File: config.mk
export PLATFORM = sky130hd
export DESIGN_NAME = controller_flat
export DESIGN_NICKNAME = d
export VERILOG_FILES = /design/src/rtl/controller_pkg.sv /design/src/rtl/controller_if.sv /design/src/rtl/controller_decode.sv /design/src/rtl/controller.sv /design/src/flat_wrapper.sv
export SDC_FILE = /design/constraint.sdc
export NUM_CORES = 1
export LEC_CHECK = 0
export ABC_AREA = 0
export CORE_AREA = 4 4 41 43
export DETAILED_ROUTE_END_ITERATION = 7
export DIE_AREA = 0 0 45 47
export GPL_TIMING_DRIVEN = 0
export PLACE_DENSITY = 0.69
export SLEW_MARGIN = 25
export SYNTH_ARGS = -nofsm -noshare
export SYNTH_HDL_FRONTEND = slang
export SYNTH_HIERARCHICAL = 1
export SYNTH_SLANG_ARGS = --single-unit
File: constraint.sdc
create_clock -name clk -period 3.5 [get_ports clk]
set_input_delay 0.875 -clock clk [delete_from_list [all_inputs] [get_ports clk]]
set_output_delay 0.875 -clock clk [all_outputs]
set_load 0.005 [all_outputs]
File: src/rtl/controller_pkg.sv
// rtl/controller_pkg.sv - opcode constants, ALU class encoding and control bundle for the main decoder
package controller_pkg;

    localparam logic [6:0] OP_RTYPE  = 7'b0110011;
    localparam logic [6:0] OP_ITYPE  = 7'b0010011;
    localparam logic [6:0] OP_LOAD   = 7'b0000011;
    localparam logic [6:0] OP_STORE  = 7'b0100011;
    localparam logic [6:0] OP_BRANCH = 7'b1100011;
    localparam logic [6:0] OP_JAL    = 7'b1101111;
    localparam logic [6:0] OP_JALR   = 7'b1100111;

    typedef enum logic [1:0] {
        ALU_ADD    = 2'b00,
        ALU_BRANCH = 2'b01,
        ALU_RTYPE  = 2'b10,
        ALU_ITYPE  = 2'b11
    } alu_op_e;

    typedef struct packed {
        logic    alu_src;
        logic    mem2reg;
        logic    reg_write;
        logic    mem_read;
        logic    mem_write;
        logic    branch;
        logic    jump;
        alu_op_e alu_op;
    } ctrl_t;

    // A bubble carries no register or memory side effects.
    localparam ctrl_t CTRL_BUBBLE = '0;

    function automatic ctrl_t make_ctrl(input logic alu_src, input logic mem2reg,
                                        input logic reg_write, input logic mem_read,
                                        input logic mem_write, input logic branch,
                                        input logic jump, input alu_op_e alu_op);
        ctrl_t c;
        c.alu_src   = alu_src;
        c.mem2reg   = mem2reg;
        c.reg_write = reg_write;
        c.mem_read  = mem_read;
        c.mem_write = mem_write;
        c.branch    = branch;
        c.jump      = jump;
        c.alu_op    = alu_op;
        return c;
    endfunction

endpackage

File: src/rtl/controller_if.sv
// rtl/controller_if.sv - decode request/control bundle interface (illegal present with CONTROLLER_ILLEGAL_EN)
interface controller_if;

    logic       stall;
    logic       flush;
    logic [6:0] opcode;
    logic       ALUSrc;
    logic       mem2Reg;
    logic       regWrite;
    logic       memRead;
    logic       memWrite;
    logic       branch;
    logic       jump;
    logic [1:0] ALUOp;
`ifdef CONTROLLER_ILLEGAL_EN
    logic       illegal;
`endif

    modport master (
        output stall, flush, opcode,
        input  ALUSrc, mem2Reg, regWrite, memRead, memWrite, branch, jump, ALUOp
`ifdef CONTROLLER_ILLEGAL_EN
        , input illegal
`endif
    );

    modport slave (
        input  stall, flush, opcode,
        output ALUSrc, mem2Reg, regWrite, memRead, memWrite, branch, jump, ALUOp
`ifdef CONTROLLER_ILLEGAL_EN
        , output illegal
`endif
    );

endinterface

File: src/rtl/controller_decode.sv
// rtl/controller_decode.sv - combinational opcode to control bundle decode (CONTROLLER_ILLEGAL_EN adds illegal flag)
module controller_decode
    import controller_pkg::*;
(
    input  logic [6:0] opcode,
    output ctrl_t      ctrl
`ifdef CONTROLLER_ILLEGAL_EN
    , output logic     illegal
`endif
);

    // Map each supported opcode to its control row; anything else becomes a bubble.
    always_comb begin
        ctrl = CTRL_BUBBLE;
`ifdef CONTROLLER_ILLEGAL_EN
        illegal = 1'b0;
`endif
        case (opcode)
            OP_RTYPE:  ctrl = make_ctrl(1'b0, 1'b0, 1'b1, 1'b0, 1'b0, 1'b0, 1'b0, ALU_RTYPE);
            OP_ITYPE:  ctrl = make_ctrl(1'b1, 1'b0, 1'b1, 1'b0, 1'b0, 1'b0, 1'b0, ALU_ITYPE);
            OP_LOAD:   ctrl = make_ctrl(1'b1, 1'b1, 1'b1, 1'b1, 1'b0, 1'b0, 1'b0, ALU_ADD);
            OP_STORE:  ctrl = make_ctrl(1'b1, 1'b0, 1'b0, 1'b0, 1'b1, 1'b0, 1'b0, ALU_ADD);
            OP_BRANCH: ctrl = make_ctrl(1'b0, 1'b0, 1'b0, 1'b0, 1'b0, 1'b1, 1'b0, ALU_BRANCH);
            OP_JAL:    ctrl = make_ctrl(1'b0, 1'b0, 1'b1, 1'b0, 1'b0, 1'b0, 1'b1, ALU_ADD);
            OP_JALR:   ctrl = make_ctrl(1'b1, 1'b0, 1'b1, 1'b0, 1'b0, 1'b0, 1'b1, ALU_ADD);
            default: begin
                ctrl = CTRL_BUBBLE;
`ifdef CONTROLLER_ILLEGAL_EN
                illegal = 1'b1;
`endif
            end
        endcase
    end

endmodule

File: src/rtl/controller.sv
// rtl/controller.sv - registered ID/EX control decode with reset/flush/stall priority (optional CONTROLLER_ILLEGAL_EN)
module controller
    import controller_pkg::*;
(
    input  logic        clk,
    input  logic        reset,
    controller_if.slave bus
);

    ctrl_t dec_ctrl;
    ctrl_t ctrl_q;
`ifdef CONTROLLER_ILLEGAL_EN
    logic  dec_illegal;
    logic  illegal_q;
`endif

    controller_decode u_decode (
        .opcode  (bus.opcode),
        .ctrl    (dec_ctrl)
`ifdef CONTROLLER_ILLEGAL_EN
        , .illegal (dec_illegal)
`endif
    );

    // ID/EX control register: reset beats flush beats stall beats a fresh decode.
    always_ff @(posedge clk) begin
        if (reset) begin
            ctrl_q <= CTRL_BUBBLE;
        end else if (bus.flush) begin
            ctrl_q <= CTRL_BUBBLE;
        end else if (!bus.stall) begin
            ctrl_q <= dec_ctrl;
        end
    end

`ifdef CONTROLLER_ILLEGAL_EN
    // Illegal flag travels alongside the control bundle with the same priority.
    always_ff @(posedge clk) begin
        if (reset) begin
            illegal_q <= 1'b0;
        end else if (bus.flush) begin
            illegal_q <= 1'b0;
        end else if (!bus.stall) begin
            illegal_q <= dec_illegal;
        end
    end

    assign bus.illegal = illegal_q;
`endif

    assign bus.ALUSrc   = ctrl_q.alu_src;
    assign bus.mem2Reg  = ctrl_q.mem2reg;
    assign bus.regWrite = ctrl_q.reg_write;
    assign bus.memRead  = ctrl_q.mem_read;
    assign bus.memWrite = ctrl_q.mem_write;
    assign bus.branch   = ctrl_q.branch;
    assign bus.jump     = ctrl_q.jump;
    assign bus.ALUOp    = ctrl_q.alu_op;

endmodule

File: src/flat_wrapper.sv
// flat-port wrapper written by rule: the top's interface ports become plain ports
module controller_flat import controller_pkg::*;
  (clk, reset, bus_stall, bus_flush, bus_opcode, bus_ALUSrc, bus_mem2Reg, bus_regWrite, bus_memRead, bus_memWrite, bus_branch, bus_jump, bus_ALUOp);
  controller_if bus_i ();
  input  logic clk;
  input  logic reset;
  input wire logic [$bits(bus_i.stall)-1:0] bus_stall;
  input wire logic [$bits(bus_i.flush)-1:0] bus_flush;
  input wire logic [$bits(bus_i.opcode)-1:0] bus_opcode;
  output wire logic [$bits(bus_i.ALUSrc)-1:0] bus_ALUSrc;
  output wire logic [$bits(bus_i.mem2Reg)-1:0] bus_mem2Reg;
  output wire logic [$bits(bus_i.regWrite)-1:0] bus_regWrite;
  output wire logic [$bits(bus_i.memRead)-1:0] bus_memRead;
  output wire logic [$bits(bus_i.memWrite)-1:0] bus_memWrite;
  output wire logic [$bits(bus_i.branch)-1:0] bus_branch;
  output wire logic [$bits(bus_i.jump)-1:0] bus_jump;
  output wire logic [$bits(bus_i.ALUOp)-1:0] bus_ALUOp;
  assign bus_i.stall = bus_stall;
  assign bus_i.flush = bus_flush;
  assign bus_i.opcode = bus_opcode;
  assign bus_ALUSrc = bus_i.ALUSrc;
  assign bus_mem2Reg = bus_i.mem2Reg;
  assign bus_regWrite = bus_i.regWrite;
  assign bus_memRead = bus_i.memRead;
  assign bus_memWrite = bus_i.memWrite;
  assign bus_branch = bus_i.branch;
  assign bus_jump = bus_i.jump;
  assign bus_ALUOp = bus_i.ALUOp;
  controller u_core (.clk(clk), .reset(reset), .bus(bus_i));
endmodule
==> summary by stage <==
Global routing
The pin count of the biggest net entering global routing is 10. The first-pass GRT wire length is 1531 µm. The total global routing overflow is 0. The via count of the first global-routing pass was 392.

The number of antenna violations at the first check in global routing is 0. For this run, the total global-route usage over all layers was measured as 10.45%.

Clock network
The later pin in the worst-skew pair is clocked with a latency of 0.26 ns. The quantity of hold-fixing buffers added after cts is 0. The clock buffer count from CTS is 3. The tree is rooted in a sky130_fd_sc_hd__clkbuf_4. The quantity of gates resized following cts is 0.

TritonCTS built the clock tree. In this run the number of H-tree levels came out at 1. Clock-pin slew was measured on the worst setup and hold paths at 0.06 ns. The buffer levels on the longest clock path is 2. The clock sink count is 9. The total setup buffers inserted after CTS is 0.

Logic synthesis
For this run, the number of Yosys warnings is 6. The biggest area contributor in the post-synthesis netlist is sky130_fd_sc_hd__dfxtp_1. After synthesis, the share of flip-flops with an asynchronous set or reset is 0%. Of the synthesized area, sequential elements account for 40.34%. In the post-synthesis netlist, the biggest area contributors are sky130_fd_sc_hd__dfxtp_1 (40%), sky130_fd_sc_hd__mux2i_1 (20%), sky130_fd_sc_hd__nor2_1 (9.2%). The average instance in the mapped netlist occupies 9.306 µm². After synthesis the netlist holds a flip-flop and latch count of 9. Counting flops with a built-in enable in the synthesized netlist gives 0. The commonest cells after synthesis are sky130_fd_sc_hd__nor2_1 (11), sky130_fd_sc_hd__dfxtp_1 (9), sky130_fd_sc_hd__mux2i_1 (9).

The number of cells produced by synthesis is 48. The share of Yosys cell area claimed by the top area cell type is 40.34%. The summed instance area of the synthesized netlist is 446.7 µm². The number of unique standard cell types used by synthesis is 19. For this run, the leading register cell type out of synthesis is sky130_fd_sc_hd__dfxtp_1. The number of nets in the synthesized netlist is 59. sky130_fd_sc_hd__nor2_1 is the most common cell in the netlist.

Die
Measured along the x axis, the die boundary spans 45 µm. The count of pins on the block boundary is 20. The floorplan has 13 rows.

The initial utilization of the core area, before any placement, comes to 34.33%. The die area is 2115 µm². From bottom edge to top edge, the die measures 47 µm.

The area of the core region is 1301 µm².

Finish
The net count reported at finish is 82. The number of antenna diodes in the final layout is 0. The final core utilization is 51.63%.

The count of placed standard cells in the final layout, fillers left out is 85. The area added between synthesis and finish is 50.42%. The fraction of final layout cells sized beyond drive strength 1 is 12.86%. The number of inserted filler cells in the final layout is 143.

Drt
After detailed routing, the number of vias per cell comes to 4.918. After detailed routing, the average wire length per cell comes to 11.52 µm. In the routed design, unresolved DRC markers number 0.

In this run the remaining antenna-violating nets after routing total 0. The first-pass detailed-route iteration total is 6. Detailed routing inserted a total of 418 vias.

The starting DRC count in detailed routing is 9. Summed over all layers, the routed wires come to 979 µm.

Power and ir drop
The completed layout was analyzed and its total power is 0.2116 mW. Registers are responsible for 48.5% of the overall power. The worst-case IR drop observed on VDD is 0.1559 mV.

The switching component of the power is 0.04895 mW. In this run the static leakage power is 0.2553 nW. The cell internal power dissipation is 0.1627 mW. Of the total power, the clock network draws 38.1%. Per report_power, the combinational group accounts for 13.4% of the total. For this design the ratio of total power to cell area is 315.0 nW/µm². Of the total power, the share spent switching nets is 23.13%.

Critical path
In this design, the stage delay of the slowest critical-path cell is 0.58 ns. The kind of cell adding the most delay to the critical path is simple AND/OR/NAND/NOR gates. The sum of buffers and inverters on the critical path is 2.

The signal arrival time at the worst endpoint is 2.45 ns. Traced cell by cell, the critical path runs through clkdlybuf4s50_1 -> or4_1 -> nor3_1 -> buf_4 -> mux2i_1 -> nor2_1. Of all nets on the critical path, the largest fanout is 5.

The critical path is of the input port to register type. The type of element launching the critical path is an input port. STA classifies the critical path endpoint as a register.

The slowest stage of the critical path belongs to the cell sky130_fd_sc_hd__or4_1. Data on the critical path is required at its endpoint by 3.70 ns.

Placed design
The number of buffers inserted by port buffering is 18. At the end of routability-driven placement, the weighted congestion stood at 0.6481. The number of cells in the design after placement is 81. Detailed placement finished with a half-perimeter wire length of 730.4 µm.

Timing
In the final timing run, aggregate negative setup slack is 0 ns. Setup repair after global routing left no endpoint under its margin. The worst path uses 64.35% of the clock period. At the pin with the least slew margin, the transition time is 0.2614 ns.

The final number of max-transition violations came to 0. The hold violation count in the final report is 0. Setup violations remaining at the end of the flow were counted as 0. In this run the tightest slew margin relative to its limit is 82.54%. Static timing analysis puts the maximum clock frequency at 444.0 MHz. The minimum clock period is 2.252 ns. Across the routed clock network, the largest skew measured is 0 ns.

Flow run
Max-cap violations in this run came to 0.

Min path
The min-delay analysis places its worst path in the category register to register.

Status
The flow ran to the end, and the final reports show no timing, DRC or antenna violations.
==> flip-flops by register name (all words and copies together), names as in the netlist <==
signal,flops
u_core/bus.ALUOp,2
u_core/bus.ALUSrc,1
u_core/bus.branch,1
u_core/bus.jump,1
u_core/bus.mem2Reg,1
u_core/bus.memRead,1
u_core/bus.memWrite,1
u_core/bus.regWrite,1
==> worst paths after layout <==
kind	cells after the start	slack [ns]	startpoint	to
hold reg to reg	2	0.50	u_core/bus.ALUOp[0]	u_core/bus.ALUOp[0]
setup reg to reg	2	2.90	u_core/bus.memWrite	u_core/bus.memWrite
setup / recovery	6	1.25	bus_opcode[3]	u_core/bus.mem2Reg
hold / removal	2	0.50	u_core/bus.ALUOp[0]	u_core/bus.ALUOp[0]
==> placed cells by master, fill, tap and decap left out <==
master and count:
sky130_fd_sc_hd__dfxtp_1 9, sky130_fd_sc_hd__buf_6 1, sky130_fd_sc_hd__or3_1 1, sky130_fd_sc_hd__clkbuf_4 3, sky130_fd_sc_hd__a211o_2 1, sky130_fd_sc_hd__nand2_1 2, sky130_fd_sc_hd__a21oi_1 1, sky130_fd_sc_hd__and2b_2 1
sky130_fd_sc_hd__nor4_1 1, sky130_fd_sc_hd__clkbuf_1 1, sky130_fd_sc_hd__inv_1 1, sky130_fd_sc_hd__or4_1 2, sky130_fd_sc_hd__nand3_1 1, sky130_fd_sc_hd__nor3_1 1, sky130_fd_sc_hd__a211oi_1 1, sky130_fd_sc_hd__or2_0 1
sky130_fd_sc_hd__nor2_1 11, sky130_fd_sc_hd__clkdlybuf4s50_1 18, sky130_fd_sc_hd__buf_4 2, sky130_fd_sc_hd__mux2i_1 9, sky130_fd_sc_hd__a2111oi_2 1, sky130_fd_sc_hd__nor3b_1 1
==> kinds of logic after synthesis <==
logic type	Yosys count	share of synthesized area, %
flip-flops	9	40.34
buffers and inverters	4	6.721
AND/OR/NAND/NOR	22	24.37
AO/OA/AOI/OAI	4	8.402
multiplexers	9	20.17
==> power groups by stage <==
| stage | clock network (mW) | registers (mW) | logic, mW |
|---|---|---|---|
| CTS | 0.0850 | 0.103 | 0.0282 |
| finish | 0.0806 | 0.103 | 0.0283 |
| global route | 0.0932 | 0.103 | 0.0302 |
| detailed placement | 0 | 0.105 | 0.0281 |
| floorplan | 0 | 0.105 | 0.0128 |
| global placement | 0 | 0.105 | 0.0279 |
==> worst reg2reg max path, cell delays in order, from the launching register on <==
cell and delay [ns]:
sky130_fd_sc_hd__dfxtp_1 0.31, sky130_fd_sc_hd__mux2i_1 0.13, sky130_fd_sc_hd__nor2_1 0.05
==> routing by layer <==
layer	GRT usage [%]	share of wire (%)	up-vias
met2	16.10	48	13
met3	4.981	6.4	2
li1	-	-	212
met1	11.44	45	191
met5	0	0	-
met4	7.018	0.61	0
==> per-stage QoR <==
step | setup slack, ns | hold WS [ns] | cell area [µm²]
floorplan | 1.574 | 0.4883 | 446.7
CTS | 1.256 | 0.5040 | 671.9
global route | 1.200 | 0.5271 | 671.9
detailed placement | 0.9819 | 0.4867 | 645.6
finish | 1.248 | 0.4992 | 671.9
global placement | 1.009 | 0.4741 | 645.6
==> area by class of cell <==
type / count / area, µm² / area share, %
multi-input cells: 35 / 236.5 / 35.20
clock buffers: 4 / 26.28 / 3.911
flip-flops and latches: 9 / 180.2 / 26.82
repair buffers: 18 / 180.2 / 26.82
inverters: 1 / 3.754 / 0.5587
well taps: 15 / 18.77 / 2.793
plain buffers: 3 / 26.28 / 3.911
Power figures use the tool's default switching activity.
